**config.mk**
```make
export PLATFORM = sky130hd
export DESIGN_NAME = div_man_iter
export DESIGN_NICKNAME = d
export VERILOG_FILES = /design/src/rtl/div_man_iter_pkg.sv /design/src/rtl/div_man_norm.sv /design/src/rtl/div_man_iter.sv
export SDC_FILE = /design/constraint.sdc
export NUM_CORES = 1
export LEC_CHECK = 0
export ABC_AREA = 0
export ABC_CLOCK_PERIOD_IN_PS = 3580
export CAP_MARGIN = 0
export CORE_ASPECT_RATIO = 1.75
export CORE_MARGIN = 5
export CORE_UTILIZATION = 40
export DETAILED_ROUTE_END_ITERATION = 8
export SYNTH_ARGS = -nofsm -noshare
export SYNTH_HDL_FRONTEND = slang
export SYNTH_SLANG_ARGS = --single-unit
```
**constraint.sdc**
```tcl
create_clock -name i_clk -period 3.58 [get_ports i_clk]
set_input_delay 0.716 -clock i_clk [delete_from_list [all_inputs] [get_ports i_clk]]
set_output_delay 0.716 -clock i_clk [all_outputs]
set_load 0.005 [all_outputs]
```
**src/rtl/div_man_iter_pkg.sv**
```systemverilog
// Shared constants and FSM state type for the iterative mantissa divider.
package div_man_iter_pkg;

    // Default mantissa width, hidden bit included.
    localparam int SIZE_DATA_DEF = 24;

    // Quotient bits produced by the restoring loop: one integer bit, the
    // 23 fraction bits of a normalized result, plus guard and round bits
    // (with one spare bit when the quotient is below 1).
    localparam int QUO_WIDTH = 27;

    // Iteration counter width; must hold the value QUO_WIDTH.
    localparam int CNT_WIDTH = 5;

    typedef enum logic [1:0] {
        IDLE = 2'd0,
        CALC = 2'd1,
        DONE = 2'd2
    } state_e;

endpackage

```
**src/rtl/div_man_norm.sv**
```systemverilog
// Normalizes the raw restoring-division quotient, extracts guard/round/sticky
// bits and forms the round-to-nearest increment request. Purely combinational.
module div_man_norm
    import div_man_iter_pkg::*;
#(
    parameter int SIZE_DATA = SIZE_DATA_DEF
) (
    input  logic [SIZE_DATA+2:0] i_quo,
    input  logic                 i_rem_nz,
    output logic [SIZE_DATA-1:0] o_data_div,
    output logic                 o_norm_flag,
    output logic                 o_rounding
);

    logic guard;
    logic round_bit;
    logic sticky;

    // Pick the mantissa window from the quotient MSB and collect the GRS bits.
    always_comb begin
        o_data_div  = '0;
        o_norm_flag = 1'b0;
        guard       = 1'b0;
        round_bit   = 1'b0;
        sticky      = 1'b0;
        if (i_quo[SIZE_DATA+2]) begin
            // Quotient in [1,2): already normalized.
            o_data_div  = i_quo[SIZE_DATA+2:3];
            guard       = i_quo[2];
            round_bit   = i_quo[1];
            sticky      = i_quo[0] | i_rem_nz;
            o_norm_flag = 1'b0;
        end else begin
            // Quotient in [0.5,1): shift left by one, exponent drops by 1.
            o_data_div  = i_quo[SIZE_DATA+1:2];
            guard       = i_quo[1];
            round_bit   = i_quo[0];
            sticky      = i_rem_nz;
            o_norm_flag = 1'b1;
        end
        o_rounding = guard & (round_bit | sticky);
    end

endmodule

```
**src/rtl/div_man_iter.sv**
```systemverilog
// Iterative restoring mantissa divider: one quotient bit per clock, MSB first.
//
// Handshake: an operand pair is taken on a rising edge where i_valid and
// o_ready are both 1; a result is handed over on a rising edge where o_valid
// and i_ready are both 1. o_ready is 1 only when idle and o_valid only while a
// result is held, so the block never holds more than one operation.
module div_man_iter
    import div_man_iter_pkg::*;
#(
    parameter int SIZE_DATA = SIZE_DATA_DEF
) (
    input  logic                 i_clk,
    input  logic                 i_rst_n,
    input  logic                 i_valid,
    output logic                 o_ready,
    input  logic [SIZE_DATA-1:0] i_data_a,
    input  logic [SIZE_DATA-1:0] i_data_b,
    output logic                 o_valid,
    input  logic                 i_ready,
    output logic [SIZE_DATA-1:0] o_data_div,
    output logic                 o_norm_flag,
    output logic                 o_rounding,
    output logic                 o_div_zero,
    output state_e               o_dbg_state
);

    localparam logic [CNT_WIDTH-1:0] LAST_ITER = CNT_WIDTH'(QUO_WIDTH - 1);

    state_e                 state_q;
    logic [CNT_WIDTH-1:0]   cnt_q;
    logic [SIZE_DATA:0]     rem_q;
    logic [QUO_WIDTH-1:0]   quo_q;
    logic [SIZE_DATA-1:0]   divisor_q;
    logic [SIZE_DATA-1:0]   data_q;
    logic                   norm_q;
    logic                   rnd_q;
    logic                   divz_q;
    logic                   valid_q;
    logic                   ready_q;

    logic                   ge_d;
    logic [SIZE_DATA:0]     rem_sel_d;
    logic [SIZE_DATA:0]     rem_shl_d;
    logic [QUO_WIDTH-1:0]   quo_d;
    logic                   last_iter_d;

    logic [SIZE_DATA-1:0]   norm_data;
    logic                   norm_flag;
    logic                   norm_rnd;

    // One restoring step: trial-subtract the divisor, keep the difference if
    // it did not go negative, and shift the new quotient bit in at the LSB.
    // The partial remainder stays below twice the divisor, so SIZE_DATA+1
    // bits are enough.
    always_comb begin
        ge_d        = (rem_q >= {1'b0, divisor_q});
        rem_sel_d   = ge_d ? (rem_q - {1'b0, divisor_q}) : rem_q;
        rem_shl_d   = {rem_sel_d[SIZE_DATA-1:0], 1'b0};
        quo_d       = {quo_q[QUO_WIDTH-2:0], ge_d};
        last_iter_d = (cnt_q == LAST_ITER);
    end

    // Fed with the quotient and remainder of the final step so the results
    // can be latched on the same edge that enters DONE.
    div_man_norm #(
        .SIZE_DATA (SIZE_DATA)
    ) u_norm (
        .i_quo       (quo_d),
        .i_rem_nz    (|rem_sel_d),
        .o_data_div  (norm_data),
        .o_norm_flag (norm_flag),
        .o_rounding  (norm_rnd)
    );

    // Control FSM, datapath registers and registered outputs.
    always_ff @(posedge i_clk) begin
        if (!i_rst_n) begin
            state_q   <= IDLE;
            cnt_q     <= '0;
            rem_q     <= '0;
            quo_q     <= '0;
            divisor_q <= '0;
            data_q    <= '0;
            norm_q    <= 1'b0;
            rnd_q     <= 1'b0;
            divz_q    <= 1'b0;
            valid_q   <= 1'b0;
            ready_q   <= 1'b1;
        end else begin
            case (state_q)
                IDLE: begin
                    if (i_valid) begin
                        divisor_q <= i_data_b;
                        rem_q     <= {1'b0, i_data_a};
                        quo_q     <= '0;
                        cnt_q     <= '0;
                        ready_q   <= 1'b0;
                        if (!i_data_b[SIZE_DATA-1]) begin
                            // Divisor is zero: skip the loop entirely.
                            state_q <= DONE;
                            valid_q <= 1'b1;
                            data_q  <= '1;
                            norm_q  <= 1'b0;
                            rnd_q   <= 1'b0;
                            divz_q  <= 1'b1;
                        end else begin
                            state_q <= CALC;
                        end
                    end
                end

                CALC: begin
                    quo_q <= quo_d;
                    cnt_q <= cnt_q + CNT_WIDTH'(1);
                    if (last_iter_d) begin
                        // Keep the final remainder unshifted.
                        rem_q   <= rem_sel_d;
                        state_q <= DONE;
                        valid_q <= 1'b1;
                        data_q  <= norm_data;
                        norm_q  <= norm_flag;
                        rnd_q   <= norm_rnd;
                        divz_q  <= 1'b0;
                    end else begin
                        rem_q <= rem_shl_d;
                    end
                end

                DONE: begin
                    if (i_ready) begin
                        state_q <= IDLE;
                        valid_q <= 1'b0;
                        ready_q <= 1'b1;
                    end
                end

                default: begin
                    state_q <= IDLE;
                    valid_q <= 1'b0;
                    ready_q <= 1'b1;
                end
            endcase
        end
    end

    assign o_ready     = ready_q;
    assign o_valid     = valid_q;
    assign o_data_div  = data_q;
    assign o_norm_flag = norm_q;
    assign o_rounding  = rnd_q;
    assign o_div_zero  = divz_q;
    assign o_dbg_state = state_q;

endmodule

```
# After elaboration in Yosys (flattened, before gate mapping)
# Cells that the tools add are included.
# op_classes
n_div	0
n_mul	0
n_bitwise	4
n_lt_le_gt_ge	1
n_mux	38
n_shift	0
addsub	2
reduce_logical	9
eq_ne	7
# op_table
operator	n
$mux W24	4
$mux W25	3
$pmux W26 S2	1
$pmux W25 S2	1
$pmux W24 S2	1
$mux W26	1
$ge A25 B24 Y1	1
$reduce_or A25 Y1	1
$sub A25 B24 Y25	1
$mux W1	15
$pmux W5 S2	1
$mux W2	4
$ne A2 B2 Y1 const B	4
$reduce_and A4 Y1	2
$pmux W1 S2	3
$pmux W1 S3	2
$pmux W2 S3	1
$reduce_and A3 Y1	2
$add A5 B1 Y5 const B	1
$eq A5 B5 Y1 const B	1
$mux W5	1
$reduce_and A2 Y1	2
$eq A2 B1 Y1 const B	1
$eq A2 B2 Y1 const B	1
other kinds (5)	6
# word_totals
memories	0
ff_bits	111
ramBits	0
out_inout_bits	31
latch_bits	0
mem_bits_ro	0
elab_cells	72

# Longest topological paths before layout
# logic_depth
word_depth	9
depth_mapped	13
mapped_depth_nobuf	12

# Cells and area by module
# A second synthesis with hierarchy kept.
# hier_totals
cells_unflattened	861
hier_area_um2	6797.8
# modules_own_cells
mod	cells_per_inst	n_inst	area_per_inst_um2
div_man_iter	830	1	6407.4
div_man_norm	31	1	390.4

# Worst setup path before layout
# OpenSTA, ideal clock, no wires.
# synth_timing
kind	reg-to-reg
start	register rem_q[0]
end	register rem_q[21]
arrival_time_ns	2.688
stages_incl_launch_ff	13
setup_time_ns	0.122
slack_ns	0.770
required_ns	3.458
path_cell_list	dfxtp_1 > inv_1 > ha_1 > inv_1 > fa_1 > a21o_1 > a221oi_2 > o211ai_1 > a2111o_1 > nand2_1 > xor2_1 > a211oi_1 > o311a_1
# synth_between
elab_chain_cells	4
elab_cells_between_ends	5
# synth_lines
element	line_no	source
start: declaration	div_man_iter.sv:31	logic [SIZE_DATA:0] rem_q;
start signal: assignment	div_man_iter.sv:94	rem_q <= {1'b0, i_data_a};
start signal: assignment	div_man_iter.sv:117	rem_q <= rem_sel_d;
start signal: assignment	div_man_iter.sv:125	rem_q <= rem_shl_d;
$sub A25 B24 Y25 / $ge A25 B24 Y1 (equally long branches)	div_man_iter.sv:57, div_man_iter.sv:56	
$mux W25 (*)	div_man_iter.sv:57	rem_sel_d = ge_d ? (rem_q - {1'b0, divisor_q}) : rem_q;
$mux W25 (*)	div_man_iter.sv:115	if (last_iter_d) begin
$pmux W25 S2 (*)	div_man_iter.sv:90	case (state_q)
# Every way passes the cells marked *; elsewhere a longest branch is shown, timed or not.
# A chain may end at the register's enable or synchronous reset.

# Worst setup path in the final report
# layout_timing
start	register divisor_q[5]
end	register rem_q[1]
# layout_between
elab_chain_cells	4
# layout_lines
element	line_no	source
start: declaration	div_man_iter.sv:33	logic [SIZE_DATA-1:0] divisor_q;
start signal: assignment	div_man_iter.sv:93	divisor_q <= i_data_b;
$ge A25 B24 Y1	div_man_iter.sv:56	ge_d = (rem_q >= {1'b0, divisor_q});
$mux W25	div_man_iter.sv:57	
$mux W25	div_man_iter.sv:115	
$pmux W25 S2	div_man_iter.sv:90	
# Every way passes these cells.

==> flow_metrics.env <==
export IMPL_status="finished, final reports clean"
export IMPL_fmax_mhz=321
export IMPL_netlist_area_mm2=0.00654
export IMPL_tightest_slew_ps=717
export IMPL_netlist_area_leader_share_pct=34.0
export IMPL_via_per_inst=5.70
export IMPL_cts_buffers=9
export IMPL_ios=83
export IMPL_yosys_area_top_type="dfxtp_1"
export IMPL_drc=0
export IMPL_grt_use_total_pct=20.9
export IMPL_dp_hpwl_um=14100
export IMPL_grt_pass1_vias=6237
export IMPL_hold_buffers=0
export IMPL_clock_sinks=111
export IMPL_leakagePower_nw=2.89
export IMPL_portBuffers=82
export IMPL_end_kind="flip-flop"
export IMPL_yosys_most_used_dff="dfxtp_1"
export IMPL_cpPeakStageDelay_ps=390
export IMPL_clock_root_buffer="clkbuf_16"
export IMPL_cts_repair_resized=0
export IMPL_cp_arrival_ps=3360
export IMPL_routed_wl_um=19600
export IMPL_cp_top_family="compound AO/OA/AOI/OAI gates"
export IMPL_clockBufferDepth=2
export IMPL_fin_tns_setup_ps=0
export IMPL_start_util_pct=40.3
export IMPL_vdd_ir_drop_worst_v=0.000242
export IMPL_dr_pass1_iters=5
export IMPL_rsz0062_at_grt="no"
export IMPL_grt_max_degree=51
export IMPL_max_slew_margin_pct=51.0
export IMPL_critPathLaunchType="flip-flop"
export IMPL_antenna_found_initial=0
export IMPL_holdWs_ps=458
export IMPL_syn2layout_area_growth_pct=19.4
export IMPL_core_mm2=0.0162
export IMPL_finalCritPeriodShare_pct=87.1
export IMPL_worst_skew_pair_late_latency_ps=360
export IMPL_synth_warnings=0
export IMPL_worstSetupPathType="flip-flop to flip-flop"
export IMPL_grt_pass1_wl_um=32000
export IMPL_die_x_um=107
export IMPL_ant_nets=0
export IMPL_finalWorstPathRequiredPeriod_ps=3120
export IMPL_cap_violations=0
export IMPL_power_density_mw_per_mm2=510
export IMPL_ys_ff_latch=111
export IMPL_num_rows=62
export IMPL_post_cts_buffers=0
export IMPL_final_util_pct=48.2
export IMPL_yosysSeqAreaShare_pct=34.0
export IMPL_die_area_mm2=0.0191
export IMPL_cp_data_required_time_ps=3830
export IMPL_gp_congestion=1.03
export IMPL_final_setup_viol_count=0
export IMPL_grt_overflow=0
export IMPL_synth_common_cells="nand2_1 (152), dfxtp_1 (111), a21oi_1 (95)"
export IMPL_h_tree_depth=3
export IMPL_dieHeight_um=179
export IMPL_layout_drive_gt1_share_pct=6.41
export IMPL_synth_edf_count=0
export IMPL_cpMaxStageDelayCell="or3_1"
export IMPL_post_route_cell_area_mm2=0.00781
export IMPL_p_total_mw=3.98
export IMPL_crit_buf_inv=2
export IMPL_synth_most_common_cell="nand2_1"
export IMPL_synthCells=849
export IMPL_drt_iter0_markers=258
export IMPL_critPathMaxFanout=25
export IMPL_synth_area_leaders="dfxtp_1 (34%), nand2_1 (8.7%), a21oi_1 (7.3%)"
export IMPL_cts_tree="done"
export IMPL_placedInstanceArea_mm2=0.00751
export IMPL_finalHoldViolations=0
export IMPL_wire_per_inst_um=17.9
export IMPL_min_path_type="flip-flop to flip-flop"
export IMPL_nets=979
export IMPL_path_clk_slew_ps=80
export IMPL_async_flop_share_pct=0
export IMPL_skew_ps=14.8
export IMPL_synth_distinct_cells=64
export IMPL_slew_violations=0
export IMPL_vias=6258
export IMPL_antenna_cells=0
export IMPL_syn_num_nets=928
export IMPL_avgSynthCellArea_um2=7.70
export IMPL_crit_chain="inv_1 > ha_1 > and3_1 > nand4_1 > or3_1 > a31o_1 > a21oi_2 > buf_12 > mux2i_1 > nor2_1 > o311a_1"
## final cells by class
class                      instances  area, µm²
clock buffer                       9        225
multi-input combinational        638       3890
tap                              192        240
fill                            1661       8410
clock inverter                     7       75.1
timing repair buffer             104       1020
inverter                          36        135
sequential                       111       2220
## metrics by stage
step | std cells | setup WS, ps
global placement | 1081 | 598
global route | 1097 | 300
floorplan | 849 | 770
detailed placement | 1081 | 556
CTS | 1097 | 533
finish | 1097 | 463
## worst paths after layout
| check | slack, ps | depth (start not counted) | start | endpoint |
|---|---|---|---|---|
| min reg2reg | 460 | 2 | divisor_q[23]$_SDFFE_PN0P_ | divisor_q[23]$_SDFFE_PN0P_ |
| min | 460 | 2 | divisor_q[23]$_SDFFE_PN0P_ | divisor_q[23]$_SDFFE_PN0P_ |
| max | 460 | 11 | divisor_q[5]$_SDFFE_PN0P_ | rem_q[1]$_SDFFE_PN0P_ |
| max reg2reg | 460 | 11 | divisor_q[5]$_SDFFE_PN0P_ | rem_q[1]$_SDFFE_PN0P_ |
## power breakdown
group | total, mW | switching [mW] | internal, mW
Sequential | 1.40 | 0.0764 | 1.32
Clock | 1.02 | 0.529 | 0.496
Combinational | 1.56 | 0.906 | 0.658
Total | 3.98 | 1.51 | 2.47
## cells in the final DEF, fill, tap and decap left out, drive strengths merged, types with 10 or more instances in the layout
cell type	count
o21ai	20
and3	11
inv	39
nand4	13
xor2	10
nand3	51
a21oi	97
mux2i	38
nor2	54
ha	26
dfxtp	111
a211oi	30
nand2	154
buf	22
clkdlybuf4s50	82
## logic make-up (layout without fill, tap and decap cells)
group | count (synthesis) | count (layout) | synth area share, %
DFF | 111 | 111 | 34.0
buffers and inverters | 100 | 156 | 6.79
muxes | 40 | 40 | 6.16
and+or+nand+nor | 331 | 331 | 23.1
adders and majority gates | 27 | 27 | 5.28
xor gates and xnor gates | 17 | 17 | 2.28
AOI/OAI and AO/OA | 223 | 223 | 22.4
## routing by layer
| metal | vias to the layer above | share of wire, % | global-route usage [%] |
|---|---|---|---|
| li1 | 3114 | - | - |
| met2 | 158 | 51 | 37.5 |
| met1 | 2945 | 40 | 24.2 |
| met4 | 0 | 3.3 | 8.48 |
| met5 | - | 0 | 0 |
| met3 | 41 | 4.9 | 3.78 |
## flip-flops by register name (all words and copies together) (netlist names)
name         flops
rem_q           25
divisor_q       24
o_valid          1
cnt_q            5
quo_q           26
o_norm_flag      1
o_dbg_state      2
o_data_div      24
o_div_zero       1
o_rounding       1
o_ready          1
## worst min-delay path, delay by kind of cell (launching register included)
kind               cells  cell delay [ps]
AOI/OAI and AO/OA      1               50
DFF                    1              310
and+or+nand+nor        1               50
(Power assumes the default switching activity.)
